$ cat src/rtl/specialist_pkg.sv
// Shared types and constants for the Specialist machine support blocks.
// Holds the RKS tape loader state and error encodings.
package specialist_pkg;

   typedef enum logic [2:0] {
      ST_IDLE,
      ST_HDR,
      ST_DATA,
      ST_CS,
      ST_DONE,
      ST_ERR
   } rks_state_t;

   typedef enum logic [1:0] {
      RKS_OK    = 2'd0,
      RKS_RANGE = 2'd1,
      RKS_SHORT = 2'd2,
      RKS_CSUM  = 2'd3
   } rks_err_t;

   localparam int RKS_HDR_LEN = 4;

endpackage

$ cat src/rtl/rks_csum.sv
// RKS payload checksum: each byte adds b*257, except the last byte,
// which adds only into the low byte with no carry into the high byte.
module rks_csum (
   input  logic        clk_sys,
   input  logic        reset_n,
   input  logic        clr,
   input  logic        en,
   input  logic        last,
   input  logic [7:0]  b,
   output logic [15:0] cs
);

   // NOTE: state registers use non-blocking (<=) so every flop samples pre-edge values.
   always_ff @(posedge clk_sys or negedge reset_n) begin
      if (!reset_n) begin
         cs <= 16'h0000;
      end else if (clr) begin
         cs <= 16'h0000;
      end else if (en) begin
         if (last) cs[7:0] <= cs[7:0] + b;
         else      cs      <= cs + {b, b};
      end
   end

endmodule

$ cat src/rtl/rks_loader.sv
// Streaming RKS tape image parser: header decode, RAM write-out of the
// payload, and trailing checksum verification on the ioctl download stream.
module rks_loader
   import specialist_pkg::*;
#(
   parameter logic [7:0] INDEX = 8'd1
) (
   input  logic        clk_sys,
   input  logic        reset_n,
   input  logic        ioctl_download,
   input  logic [7:0]  ioctl_index,
   input  logic        ioctl_wr,
   input  logic [7:0]  ioctl_dout,
   output logic [15:0] mem_addr,
   output logic [7:0]  mem_data,
   output logic        mem_we,
   output logic        busy,
   output logic        done,
   output logic [15:0] exec_addr,
   output logic        error,
   output logic [1:0]  err_code
);

   rks_state_t  state;
   logic        active;
   logic        active_q;
   logic        rise;
   logic        fall;
   logic        strobe;
   logic [2:0]  cnt;
   logic [15:0] start_a;
   logic [15:0] end_a;
   logic [15:0] ptr;
   logic [7:0]  cs_lo;
   logic [15:0] cs;
   logic        csum_en;
   logic        csum_last;

   assign active    = ioctl_download & (ioctl_index == INDEX);
   assign rise      = active & ~active_q;
   assign fall      = ~active & active_q;
   assign strobe    = ioctl_wr & active;
   assign csum_en   = strobe & (state == ST_DATA);
   assign csum_last = (ptr == end_a);

   rks_csum u_csum (
      .clk_sys (clk_sys),
      .reset_n (reset_n),
      .clr     (rise),
      .en      (csum_en),
      .last    (csum_last),
      .b       (ioctl_dout),
      .cs      (cs)
   );

   always_ff @(posedge clk_sys or negedge reset_n) begin
      if (!reset_n) begin
         state     <= ST_IDLE;
         active_q  <= 1'b0;
         cnt       <= 3'd0;
         start_a   <= 16'h0000;
         end_a     <= 16'h0000;
         ptr       <= 16'h0000;
         cs_lo     <= 8'h00;
         mem_addr  <= 16'h0000;
         mem_data  <= 8'h00;
         mem_we    <= 1'b0;
         busy      <= 1'b0;
         done      <= 1'b0;
         exec_addr <= 16'h0000;
         error     <= 1'b0;
         err_code  <= RKS_OK;
      end else begin
         active_q <= active;
         // NOTE: pulse outputs default low every cycle; a later assignment in this block wins.
         mem_we   <= 1'b0;
         done     <= 1'b0;

         if (rise) begin
            state    <= ST_HDR;
            cnt      <= 3'd0;
            error    <= 1'b0;
            err_code <= RKS_OK;
            busy     <= 1'b1;
         end else begin
            case (state)
               ST_HDR: begin
                  if (fall) begin
                     state    <= ST_ERR;
                     error    <= 1'b1;
                     err_code <= RKS_SHORT;
                     busy     <= 1'b0;
                  end else if (strobe) begin
                     cnt <= cnt + 3'd1;
                     if (cnt == 3'(RKS_HDR_LEN - 1)) begin
                        end_a[15:8] <= ioctl_dout;
                        if ({ioctl_dout, end_a[7:0]} < start_a) begin
                           state    <= ST_ERR;
                           error    <= 1'b1;
                           err_code <= RKS_RANGE;
                           busy     <= 1'b0;
                        end else begin
                           state <= ST_DATA;
                           ptr   <= start_a;
                        end
                     end else begin
                        case (cnt)
                           3'd0:    start_a[7:0]  <= ioctl_dout;
                           3'd1:    start_a[15:8] <= ioctl_dout;
                           default: end_a[7:0]    <= ioctl_dout;
                        endcase
                     end
                  end
               end

               ST_DATA: begin
                  if (fall) begin
                     state    <= ST_ERR;
                     error    <= 1'b1;
                     err_code <= RKS_SHORT;
                     busy     <= 1'b0;
                  end else if (strobe) begin
                     mem_addr <= ptr;
                     mem_data <= ioctl_dout;
                     mem_we   <= 1'b1;
                     ptr      <= ptr + 16'd1;
                     // Compare, not count, ends the payload so a full 64 KiB image works.
                     if (ptr == end_a) begin
                        state <= ST_CS;
                        cnt   <= 3'd0;
                     end
                  end
               end

               ST_CS: begin
                  if (fall) begin
                     state    <= ST_ERR;
                     error    <= 1'b1;
                     err_code <= RKS_SHORT;
                     busy     <= 1'b0;
                  end else if (strobe) begin
                     if (cnt == 3'd0) begin
                        cs_lo <= ioctl_dout;
                        cnt   <= 3'd1;
                     end else if ({ioctl_dout, cs_lo} == cs) begin
                        state     <= ST_DONE;
                        done      <= 1'b1;
                        exec_addr <= start_a;
                        busy      <= 1'b0;
                     end else begin
                        state    <= ST_ERR;
                        error    <= 1'b1;
                        err_code <= RKS_CSUM;
                        busy     <= 1'b0;
                     end
                  end
               end

               ST_DONE: state <= ST_IDLE;
               ST_ERR:  state <= ST_IDLE;
               default: state <= ST_IDLE;
            endcase
         end
      end
   end

endmodule
$ cat config.mk
export PLATFORM = sky130hd
export DESIGN_NAME = rks_loader
export DESIGN_NICKNAME = d
export VERILOG_FILES = /design/src/rtl/specialist_pkg.sv /design/src/rtl/rks_csum.sv /design/src/rtl/rks_loader.sv
export SDC_FILE = /design/constraint.sdc
export NUM_CORES = 1
export LEC_CHECK = 0
export ABC_AREA = 1
export BUFFER_PORTS_ARGS = -buffer_cell sky130_fd_sc_hd__buf_2
export CAP_MARGIN = 20
export CORE_UTILIZATION = 30
export DETAILED_ROUTE_END_ITERATION = 8
export PLACE_DENSITY = 0.49
export SLEW_MARGIN = 20
export SYNTH_ARGS = -nofsm -noshare
export SYNTH_HDL_FRONTEND = slang
export SYNTH_HIERARCHICAL = 1
export SYNTH_SLANG_ARGS = --single-unit
$ cat constraint.sdc
create_clock -name clk_sys -period 1.7 [get_ports clk_sys]
set_input_delay 0.34 -clock clk_sys [delete_from_list [all_inputs] [get_ports clk_sys]]
set_output_delay 0.34 -clock clk_sys [all_outputs]
set_load 0.02 [all_outputs]
== Yosys cells after proc, flatten, opt, wreduce, memory -nomap -nowiden ==
Cells that the tools add are included.
Cells by class
  $add $sub $neg: 4
  magnitude comparators: 1
  eq/ne operators: 32
  mux-type cells: 76
  bitwise operators: 12
  reduce and logical (&&, ||, !) cells: 18
Operators with widths (count)
  two-way mux 16 bit: 8
  two-way mux 3 bit: 20
  equality test 16 bit: 2
  inequality test 4 bit, second input constant: 8
  one-hot mux 16 bit (2 select lines): 1
  two-way mux 1 bit: 30
  AND reduction 6 bit: 5
  inequality test 3 bit, second input constant: 9
  two-way mux 2 bit: 10
  one-hot mux 3 bit (3 select lines): 2
  adder 16 x 1 -> 16 bit, second input constant: 1
  adder 16 bit: 1
  less-than comparator 16 bit: 1
  two-way mux 8 bit: 2
  AND reduction 8 bit: 2
  inequality test 2 bit, second input constant: 7
  AND reduction 5 bit: 2
  equality test 3 x 2 -> 1 bit, second input constant: 3
  AND reduction 9 bit: 1
  adder 8 bit: 1
  equality test 8 x 1 -> 1 bit, second input constant: 1
  NOT 1 bit: 7
  AND reduction 7 bit: 1
  equality test 3 x 1 -> 1 bit, second input constant: 2
  other kinds (10): 16
Word-level totals
  flip-flop bits (word level): 125
  input port bits: 20
  output and inout port bits: 46
  word-level logic and storage cells: 162

== Depth between registers and ports, before layout ==
Gate-level depths: netlist (run 1).
  depth in word-level cells: 7
  mapped depth: 15
  mapped depth without buffers: 15

== Modules after synthesis ==
Netlist (run 1), hierarchy kept.
Modules (own cells, without submodules)
  rks_loader: times used 1, cells each 775, area each 6258.5 um^2, seq. area each 2727.6 um^2
  rks_csum: times used 1, cells each 244, area each 1547.7 um^2, seq. area each 400.4 um^2

== Worst setup path before layout (run 1) ==
OpenSTA, ideal clock, no wires.
  path type: input-to-reg
  start point: input port ioctl_index[3]
  end point: register error
  setup time: 0.117 ns
  arrival time: 1.994 ns
  slack: -0.411 ns
  stages: 12
  path buffers: 0
  cells stage by stage: or2_1 > nor2_4 > nand2_1 > inv_1 > ha_1 > inv_1 > nand3_1 > o21ai_1 > nor2_2 > nand3_1 > nand2_1 > nand2_1
RTL lines
  start, declared: line rks_loader.sv:11  | input logic [7:0] ioctl_index,
  equality test 8 x 1 -> 1 bit *: line rks_loader.sv:39  | assign active = ioctl_download & (ioctl_index == INDEX);
  AND 1 bit *: line rks_loader.sv:39
  net active: line rks_loader.sv:25  | logic active;
  AND 1 bit *: line rks_loader.sv:40  | assign rise = active & ~active_q;
  net rise: line rks_loader.sv:27  | logic rise;
  inequality test 4 bit (no source line), or another cell as far along
  AND reduction 8 bit (no source line)
  end signal, assigned: line rks_loader.sv:71  | error <= 1'b0;
  end signal, assigned: line rks_loader.sv:82  | error <= 1'b0;
  end signal, assigned: line rks_loader.sv:90  | error <= 1'b1;
  end, declared: line rks_loader.sv:20  | output logic error,
The timed path passes the listed nets; every way through them passes the cells marked *.
A chain may end at the register's enable or synchronous reset.

== Worst setup path after layout (run 1) ==
  start point: register end_a[5]
  end point: register ptr[14]
Between the ends
  longest elaborated chain between the ends: 3
Ends and longest elaborated chain
  start, declared: line rks_loader.sv:32  | logic [15:0] end_a;
  start signal, assigned: line rks_loader.sv:110  | default: end_a[7:0] <= ioctl_dout;
  less-than comparator 16 bit: line rks_loader.sv:97  | if ({ioctl_dout, end_a[7:0]} < start_a) begin
  inequality test 2 bit (no source line)
  AND reduction 8 bit (no source line)
  end signal, assigned: line rks_loader.sv:104  | ptr <= start_a;
  end signal, assigned: line rks_loader.sv:126  | ptr <= ptr + 16'd1;
  end, declared: line rks_loader.sv:33  | logic [15:0] ptr;
No other way between the ends.

==> results of run 1 <==
area by class of cell:
cell class                 instances  share of cell area
clock inverter                    12             0.01495
timing repair buffer             241              0.1659
clock buffer                      20             0.03953
sequential                       125              0.2772
inverter                         143             0.04906
tap                              330             0.03654
multi-input combinational        732              0.4168
where the power goes:
part | leakage [nW] | internal (mW) | switching, mW | total [mW]
Sequential | 1.70 | 3.14 | 0.150 | 3.29
Clock | 0.300 | 2.48 | 1.41 | 3.89
Combinational | 3.76 | 1.03 | 1.52 | 2.55
per-stage QoR:
step / area, um^2 / power, mW
global placement: 9829 / 5.549
floorplan: 7974 / 4.555
CTS: 10750 / 9.586
finish: 11300 / 9.734
global route: 11300 / 10.23
detailed placement: 9829 / 5.560
state kept, by name, indices dropped and copies added, names as in the netlist:
signal / count
end_a: 16
exec_addr: 16
mem_addr: 16
ptr: 16
start_a: 16
u_csum/cs: 16
cs_lo: 8
mem_data: 8
cnt: 3
state: 3
err_code: 2
active_q: 1
busy: 1
done: 1
error: 1
mem_we: 1
kinds of logic after synthesis:
kind of cell	Yosys count
DFF	125
xor gates and xnor gates	25
muxes	4
adders and majority gates	39
and+or+nand+nor	530
AOI/OAI and AO/OA	131
buffers and inverters	165
worst min-delay path: cells and delay by family:
kind | cells | cell delay, ns
buf+inv | 2 | 0.13
simple gates | 2 | 0.19
path summary, 6_finish.rpt:
kind	start	to	slack, ns	depth (start not counted)
setup / recovery	end_a[5]	ptr[14]	-0.19	12
hold / removal	ioctl_index[1]	active_q	0.29	4
setup reg to reg	end_a[5]	ptr[14]	-0.19	12
hold reg to reg	error	error	0.48	2
max in group asynchronous	reset_n	ptr[10]	0.75	3
min in group asynchronous	reset_n	ptr[3]	0.39	2
repair_timing:
item | in CTS | in global routing
hold buffers | 1 | 0
hold endpoints to repair | 27 | 0
cloned | 1 | 6
pin swaps | 35 | 37
buffers inserted | 6 | 8
endpoints found under the setup margin | 56 | 89
gates resized for setup | 59 | 95
layout by cell type, fill, tap and decap left out, types with 20 or more instances in the layout:
cell type	n
nand2_1	287
buf_4	154
dfrtp_1	122
inv_1	103
buf_2	64
o21ai_2	49
nand2_2	46
o21ai_1	44
nand3_1	42
inv_2	35
nor2_1	35
nand2_4	27
ha_1	24
nand4_1	21
xor2_1	20
layer usage:
layer  track usage  wire (um)
met5             0          0
met4       0.04588        265
met3       0.03073        673
met2        0.3101      11760
met1        0.2367      11070
==> flow_summary.json, run 1 <==
{
  "status": "finished, violations left",
  "violations": "negative setup slack",
  "synthMuxAreaShare": 0.005129,
  "grt_setup_unrepaired": "yes",
  "place_congestion": 0.8594,
  "area_growth_pct": 44.73,
  "synthesis.nets": 1078,
  "dp_hpwl_um": 17700,
  "ys.flop_type": "dfrtp_1",
  "cp_slowest_cell": "dfrtp_1",
  "clk_pin_slew_worst_paths_ns": 0.06,
  "worstHoldPathType": "in2reg",
  "drive_gt1_frac": 0.4053,
  "fin_crit_ns": 1.892,
  "synth_xor_area_frac": 0.02805,
  "fin_setup_tns_ns": -5.017,
  "worstPathRequired_ns": 2.02,
  "path_max_fanout": 8,
  "clock_latency_ns": 0.43,
  "yosysTopAreaCellShare": 0.4007,
  "drtAntennaViolNets": 0,
  "core.rowCount": 58,
  "synthArstFlopShare": 1.000,
  "syn_area_um2": 7806,
  "synth.most_common_cell": "nand2_1",
  "clockBufferDepth": 2,
  "vdd_ir_drop_max_v": 0.0005121,
  "cts_buffers": 17,
  "synth_area_leaders": "dfrtp_1 (40%), nand2_1 (16%), ha_1 (6.1%)",
  "critPathTopFamily": "simple AND/OR/NAND/NOR gates",
  "drt_iter0_markers": 319,
  "grt_pass1_wl_um": 36900,
  "antenna_found_initial": 0,
  "route.detailed.wl_per_inst_um": 14.83,
  "worst_setup_path_start_kind": "flip-flop",
  "routed_wl_um": 23770,
  "cts-root-buf": "clkbuf_16",
  "synth_seq_area_share": 0.4007,
  "synth_largest_area_cell": "dfrtp_1",
  "dpl.cell_count": 1550,
  "min_period_over_period": 1.113,
  "antenna_cells": 0,
  "crit_buf_inv": 2,
  "tightest_slew_ns": 0.4799,
  "cp_slowest_stage_delay_ns": 0.42,
  "grt_overflow_total": 0,
  "nets": 1319,
  "hold_viol_final": 0,
  "max-cap-violations": 0,
  "skew_ns": 0.01026,
  "maxSlewViolCount": 0,
  "grt_pass1_vias": 6923,
  "ys_seq_elements": 125,
  "ys_types": 39,
  "path_class": "reg2reg",
  "fin_hold_ws_ns": 0.2894,
  "cts.sinks": 125,
  "fmax_mhz": 528.6,
  "critPathArrivalTime_ns": 2.21,
  "path_common_cell": "nand2_2",
  "synth_edf_count": 0,
  "die_y_um": 163.3,
  "setup_violations": 56,
  "regArea_um2": 3132,
  "place_worst_setup_slack_ns": -0.3563,
  "synth-compound-area-share": 0.1088,
  "synth_adder_area_share": 0.06347,
  "relSlewSlack": 0.6797,
  "crit_path_end_kind": "flip-flop",
  "final_core_util": 0.4461,
  "p_leak_nw": 5.753,
  "synth-simple-area-share": 0.3026,
  "io_pins": 66,
  "firstDrtPassIters": 4,
  "initial_core_util": 0.3082,
  "avgSynthCellArea_um2": 7.661,
  "die_area_um2": 26670,
  "fillers": 2561,
  "synth_common_cells": "nand2_1 (341), dfrtp_1 (125), inv_1 (114), nand3_1 (57), o21ai_2 (47)",
  "core_area_um2": 25330,
  "yosysWarnings": 6,
  "layoutNonFillerInstCount": 1603,
  "synth_top_family_by_area": "simple AND/OR/NAND/NOR gates",
  "io_buffers": 65,
  "multi_input_area_um2": 4710,
  "crit_chain": "ha_4 > a21oi_2 > nor2_1 > nor3_2 > nand2_2 > nand2_4 > nand3_4 > nand2_8 > buf_12 > nand2_2 > nand2_1 > inv_1",
  "grt_max_degree": 43,
  "vias_per_cell": 4.504,
  "num_vias": 7220,
  "fin_ws_ns": -0.1916,
  "cts.htree.levels": 4,
  "powerDensity_nw_per_um2": 861.5,
  "postSynthCellCount": 1019,
  "die_w_um": 163.3,
  "cts_tree": "built",
  "drc": 0,
  "grt_usage": 0.1818
}
Note: power is estimated with default switching activity, not from simulation.
==> inputs of run 2 (changes only) <==
--- a/config.mk
+++ b/config.mk
@@ -10,9 +10,8 @@
 export CAP_MARGIN = 20
 export CORE_UTILIZATION = 30
 export DETAILED_ROUTE_END_ITERATION = 8
-export PLACE_DENSITY = 0.49
+export PLACE_DENSITY = 0.5
 export SLEW_MARGIN = 20
 export SYNTH_ARGS = -nofsm -noshare
 export SYNTH_HDL_FRONTEND = slang
-export SYNTH_HIERARCHICAL = 1
 export SYNTH_SLANG_ARGS = --single-unit
==> run 2 against run 1 <==
Effect of this change:
- worst setup slack got worse by 0.054 ns
- the run still ends with negative setup slack left
- die area is 7.3% lower
- sequential share of layout area down 0.30 points
- critical path type unchanged
==> flow_summary.json, run 2 <==
{
  "yosysTopAreaCellShare": 0.4328,
  "met1_usage": 0.2502,
  "use_met2": 0.3268,
  "grt_setup_unrepaired": "yes",
  "cts_buffers": 17,
  "synthArstFlopShare": 1.000,
  "nets": 1236,
  "synthMuxAreaShare": 0.03324,
  "clk_pin_slew_worst_paths_ns": 0.06,
  "synth.most_common_cell": "nand2_1",
  "total_power_mw": 9.582,
  "cts_tree": "built",
  "maxSlewViolCount": 0,
  "cts-root-buf": "clkbuf_16",
  "final_area_um2": 11420,
  "synth-compound-area-share": 0.1144,
  "rr_worst_depth": 13,
  "violations": "negative setup slack",
  "min_period_over_period": 1.145,
  "synth_edf_count": 0,
  "synth_common_cells": "nand2_1 (246), inv_1 (142), dfrtp_1 (125), o21ai_0 (76), nand3_1 (43)",
  "routed_wl_um": 22920,
  "place_congestion": 0.8736,
  "grt_pass1_wl_um": 35840,
  "hp-start": "ioctl_index[4]",
  "synth_xor_area_frac": 0.02908,
  "layout_common_cells": "nand2_1 (176), buf_4 (163), dfrtp_1 (123), inv_1 (115), buf_2 (61)",
  "status": "finished, violations left",
  "drc": 0,
  "powerDensity_nw_per_um2": 839.4,
  "dp_hpwl_um": 16260,
  "die_w_um": 157.2,
  "grt_usage": 0.1913,
  "cts.htree.levels": 4,
  "cts.sinks": 125,
  "vias_per_cell": 4.601,
  "tightest_slew_ns": 0.3690,
  "grt_pass1_vias": 6688,
  "critPathArrivalTime_ns": 2.26,
  "firstDrtPassIters": 5,
  "area_growth_pct": 57.94,
  "place_area_um2": 9260,
  "synthesis.nets": 971,
  "drt_iter0_markers": 244,
  "layoutNonFillerInstCount": 1508,
  "postSynthCellCount": 912,
  "mostFrequentLayoutCell": "nand2_1",
  "initial_core_util": 0.3070,
  "worstHoldPathType": "in2reg",
  "synth_seq_area_share": 0.4328,
  "grt_util_met3": 0.02836,
  "path_max_fanout": 8,
  "antenna_found_initial": 0,
  "hold_depth": 4,
  "ys.flop_type": "dfrtp_1",
  "setup_violations": 51,
  "place_worst_setup_slack_ns": -0.5264,
  "ys_seq_elements": 125,
  "num_vias": 6938,
  "synth_largest_area_cell": "dfrtp_1",
  "io_pins": 66,
  "worstPathRequired_ns": 2.01,
  "ys_types": 42,
  "r2r_slack_ns": -0.25,
  "clockBufferDepth": 2,
  "path_class": "reg2reg",
  "core.rowCount": 56,
  "synth-simple-area-share": 0.2299,
  "avgSynthCellArea_um2": 7.926,
  "fmax_mhz": 513.9,
  "io_buffers": 65,
  "grt-busiest-layer": "met2",
  "die_y_um": 157.2,
  "core_area_um2": 23540,
  "crit_path_end_kind": "flip-flop",
  "hold_viol_final": 0,
  "p_leak_nw": 5.967,
  "max-cap-violations": 0,
  "fin_crit_ns": 1.946,
  "drtAntennaViolNets": 0,
  "clock_latency_ns": 0.42,
  "r2r_end": "exec_addr[0]",
  "synth_adder_area_share": 0.06855,
  "worst_setup_path_start_kind": "flip-flop",
  "dpl.cell_count": 1437,
  "fin_hold_ws_ns": 0.2143,
  "reg2reg_from": "u_csum.cs[9]",
  "drive_gt1_frac": 0.4432,
  "grt_max_degree": 34,
  "relSlewSlack": 0.7540,
  "antenna_cells": 0,
  "syn_area_um2": 7228,
  "grt_overflow_total": 0,
  "fin_ws_ns": -0.2460,
  "yosysWarnings": 0,
  "vdd_ir_drop_max_v": 0.0006031,
  "synth_area_leaders": "dfrtp_1 (43%), nand2_1 (13%), inv_1 (7.4%)",
  "synth_top_family_by_area": "simple AND/OR/NAND/NOR gates",
  "holdPathEnd": "active_q",
  "route.detailed.wl_per_inst_um": 15.20,
  "skew_ns": 0.01370,
  "die_area_um2": 24720
}
-- run 2: final cells by class --
cell class	count	area [um^2]
Clock inverter	14	178.9
Tap cell	319	399.1
Fill cell	2240	12130
Timing Repair Buffer	264	2182
Sequential cell	125	3131
Clock buffer	17	425.4
Multi-Input combinational cell	621	4499
Inverter	148	600.6
-- run 2: how the worst max path moves through the flow --
stage / startpoint / to / slack [ns] / depth (start not counted)
floorplan: ioctl_index[7] / cs_lo[5] / -0.19 / 13
global placement: ioctl_dout[1] / exec_addr[8] / -0.46 / 13
detailed placement: ioctl_dout[1] / exec_addr[10] / -0.53 / 12
CTS: u_csum.cs[14] / exec_addr[10] / -0.23 / 13
global route: start_a[1] / ptr[14] / -0.37 / 16
finish: u_csum.cs[9] / exec_addr[0] / -0.25 / 13
-- run 2: power breakdown --
part,switching [mW],total (mW),internal (mW)
sequential,0.126,3.25,3.12
clock,1.50,3.83,2.33
combinational,1.39,2.50,1.11
-- run 2: critical path, stage by stage (launching register included) --
cell and delay (ns):
dfrtp_1 0.43, ha_4 0.24, inv_2 0.06, nand2_2 0.05
nor3_2 0.11, nand3_2 0.14, nor2_4 0.13, nand3_2 0.10
inv_2 0.10, nand2_4 0.09, buf_12 0.16, buf_16 0.14
nand2_2 0.05, nand2_1 0.05
-- run 2: cells by family (layout without fill, tap and decap cells) --
group           after synthesis  in the layout
compound gates              156            156
xor+xnor                     24             24
fa+ha+maj                    39             39
flops                       125            125
mux                          24             24
buf+inv                     168            443
simple gates                376            378
-- run 2: timing repair --
| action | 4_1_cts | 5_1_grt |
|---|---|---|
| endpoints found under the hold margin | 29 | 0 |
| pin swaps | 35 | 37 |
| setup buffers | 19 | 14 |
| hold buffers | 1 | 0 |
| gates resized for setup | 158 | 151 |
| cloned | 6 | 3 |
| setup endpoints to repair | 68 | 87 |
-- run 2: metal layers --
layer,share of wire,vias to the layer above
met4,0.013,0
met5,0,-
met3,0.024,17
met1,0.46,3331
li1,-,3484
met2,0.51,106
-- run 2: through the flow --
stage,setup TNS (ns),util
floorplan,-9.132,-
global placement,-44.11,0.3933
detailed placement,-47.23,0.3933
CTS,-7.076,0.4581
global route,-15.11,0.4849
finish,-7.111,0.4849
==> inputs of run 3 (changes only) <==
--- a/config.mk
+++ b/config.mk
@@ -11,6 +11,7 @@
 export CORE_UTILIZATION = 30
 export DETAILED_ROUTE_END_ITERATION = 8
 export PLACE_DENSITY = 0.5
+export SETUP_SLACK_MARGIN = 0.05
 export SLEW_MARGIN = 20
 export SYNTH_ARGS = -nofsm -noshare
 export SYNTH_HDL_FRONTEND = slang
==> run 3 against run 2 <==
Effect of this change:
- the flow still finishes with violations (negative setup slack)
- count of clock-buffer cells in the layout grew 1
- non-clock buffer count shrank 17
- critical path depth shrank 1
- sequential cell count is the same
- register-to-register slack gained 0.05 ns
- sequential share of layout area grew 0.23 points
- highest routed layer unchanged
==> flow_summary.json, run 3 (synthesis results as in run 2) <==
{
  "critPathTopFamily": "simple AND/OR/NAND/NOR gates",
  "die_w_um": 157.2,
  "place_worst_setup_slack_ns": -0.5440,
  "hold_viol_final": 0,
  "setup_violations": 46,
  "cts.sinks": 125,
  "grt_usage": 0.1898,
  "path_max_fanout": 8,
  "grt_overflow_total": 0,
  "layoutNonFillerInstCount": 1492,
  "drc": 0,
  "io_pins": 66,
  "skew_ns": 0.01080,
  "vias_per_cell": 4.570,
  "total_power_mw": 9.673,
  "num_vias": 6818,
  "place_area_um2": 9170,
  "multi_input_area_um2": 4592,
  "drive_gt1_frac": 0.4339,
  "clk_pin_slew_worst_paths_ns": 0.07,
  "fmax_mhz": 526.1,
  "fin_crit_ns": 1.901,
  "relSlewSlack": 0.7014,
  "clockBufferDepth": 2,
  "min_period_over_period": 1.118,
  "io_buffers": 65,
  "drtAntennaViolNets": 0,
  "path_common_cell": "nand3_2",
  "antenna_found_initial": 0,
  "grt_pass1_vias": 6609,
  "maxSlewViolCount": 0,
  "crit_chain": "ha_4 > inv_4 > nand2_2 > nor3_2 > nand3_2 > nor2_4 > nand3_2 > inv_2 > nand2_8 > buf_16 > nand2_4 > o21ai_2",
  "crit_path_end_kind": "flip-flop",
  "path_class": "reg2reg",
  "violations": "negative setup slack",
  "cp_slowest_cell": "dfrtp_1",
  "fillers": 2249,
  "cts-root-buf": "clkbuf_16",
  "clock_latency_ns": 0.43,
  "final_core_util": 0.4809,
  "die_area_um2": 24720,
  "antenna_cells": 0,
  "cts_buffers": 17,
  "core_area_um2": 23540,
  "critPathArrivalTime_ns": 2.22,
  "powerDensity_nw_per_um2": 854.4,
  "grt_pass1_wl_um": 35390,
  "worstHoldPathType": "in2reg",
  "vdd_ir_drop_max_v": 0.0007102,
  "status": "finished, violations left",
  "worst_setup_path_start_kind": "flip-flop",
  "grt_max_degree": 41,
  "layout_common_cells": "nand2_1 (163), buf_4 (147), dfrtp_1 (123), inv_1 (118), buf_2 (63)",
  "max-cap-violations": 0,
  "cts_tree": "built",
  "worstPathRequired_ns": 2.02,
  "initial_core_util": 0.3070,
  "fin_hold_ws_ns": 0.2043,
  "core.rowCount": 56,
  "crit_buf_inv": 3,
  "firstDrtPassIters": 4,
  "tightest_slew_ns": 0.4455,
  "regArea_um2": 3131,
  "grt_setup_unrepaired": "yes",
  "nets": 1219,
  "cts.htree.levels": 4,
  "route.detailed.wl_per_inst_um": 15.27,
  "cp_slowest_stage_delay_ns": 0.41,
  "p_leak_nw": 5.835,
  "dpl.cell_count": 1428,
  "area_growth_pct": 56.64,
  "routed_wl_um": 22780,
  "final_area_um2": 11320,
  "drt_iter0_markers": 353,
  "fin_ws_ns": -0.2007,
  "dp_hpwl_um": 16400,
  "fin_setup_tns_ns": -5.931,
  "place_congestion": 0.8924,
  "die_y_um": 157.2,
  "mostFrequentLayoutCell": "nand2_1"
}
run 3: changes by cell type in the layout (fill, tap and decap cells not counted), sizes merged:
| cell | previous run | this run |
|---|---|---|
| inv | 152 | 150 |
| clkinv | 6 | 8 |
| buf | 262 | 243 |
| clkbuf | 18 | 21 |
run 3: final timing paths:
path	from	slack, ns	depth (start not counted)	end
setup / recovery	u_csum.cs[14]	-0.20	12	exec_addr[15]
hold / removal	ioctl_index[4]	0.20	4	active_q
setup reg to reg	u_csum.cs[14]	-0.20	12	exec_addr[15]
hold reg to reg	error	0.47	2	error
max in group asynchronous	reset_n	0.71	3	u_csum.cs[1]
min in group asynchronous	reset_n	0.40	2	mem_addr[0]
run 3: report_power, final:
part / internal [mW] / total (mW) / switching [mW]
clock: 2.34 / 3.88 / 1.54
sequential: 3.12 / 3.26 / 0.141
combinational: 1.10 / 2.53 / 1.43
run 3: worst min-delay path, stage by stage:
cell and delay, ns:
buf_2 0.08, nor2_2 0.05, nand2_2 0.08, nor2_4 0.04
run 3: cell type report:
type,instances,area share
flip-flops and latches,125,0.2765
repair buffers,247,0.1754
multi-input cells,621,0.4056
clock inverters,14,0.01624
clock buffers,18,0.03790
inverters,148,0.05316
well taps,319,0.03525
run 3: layer usage:
metal | track usage | vias to the layer above | share of wire
li1 | - | 3443 | -
met4 | 0.06426 | 0 | 0.013
met5 | 0 | - | 0
met1 | 0.2498 | 3246 | 0.46
met3 | 0.02808 | 19 | 0.028
met2 | 0.3169 | 110 | 0.50
run 3: repair_timing:
item	4_1_cts	5_1_grt
cloned	4	3
hold buffers	1	0
gates resized for setup	152	175
setup endpoints to repair	77	119
hold endpoints to repair	37	0
buffers inserted	19	8
pin swaps	32	53
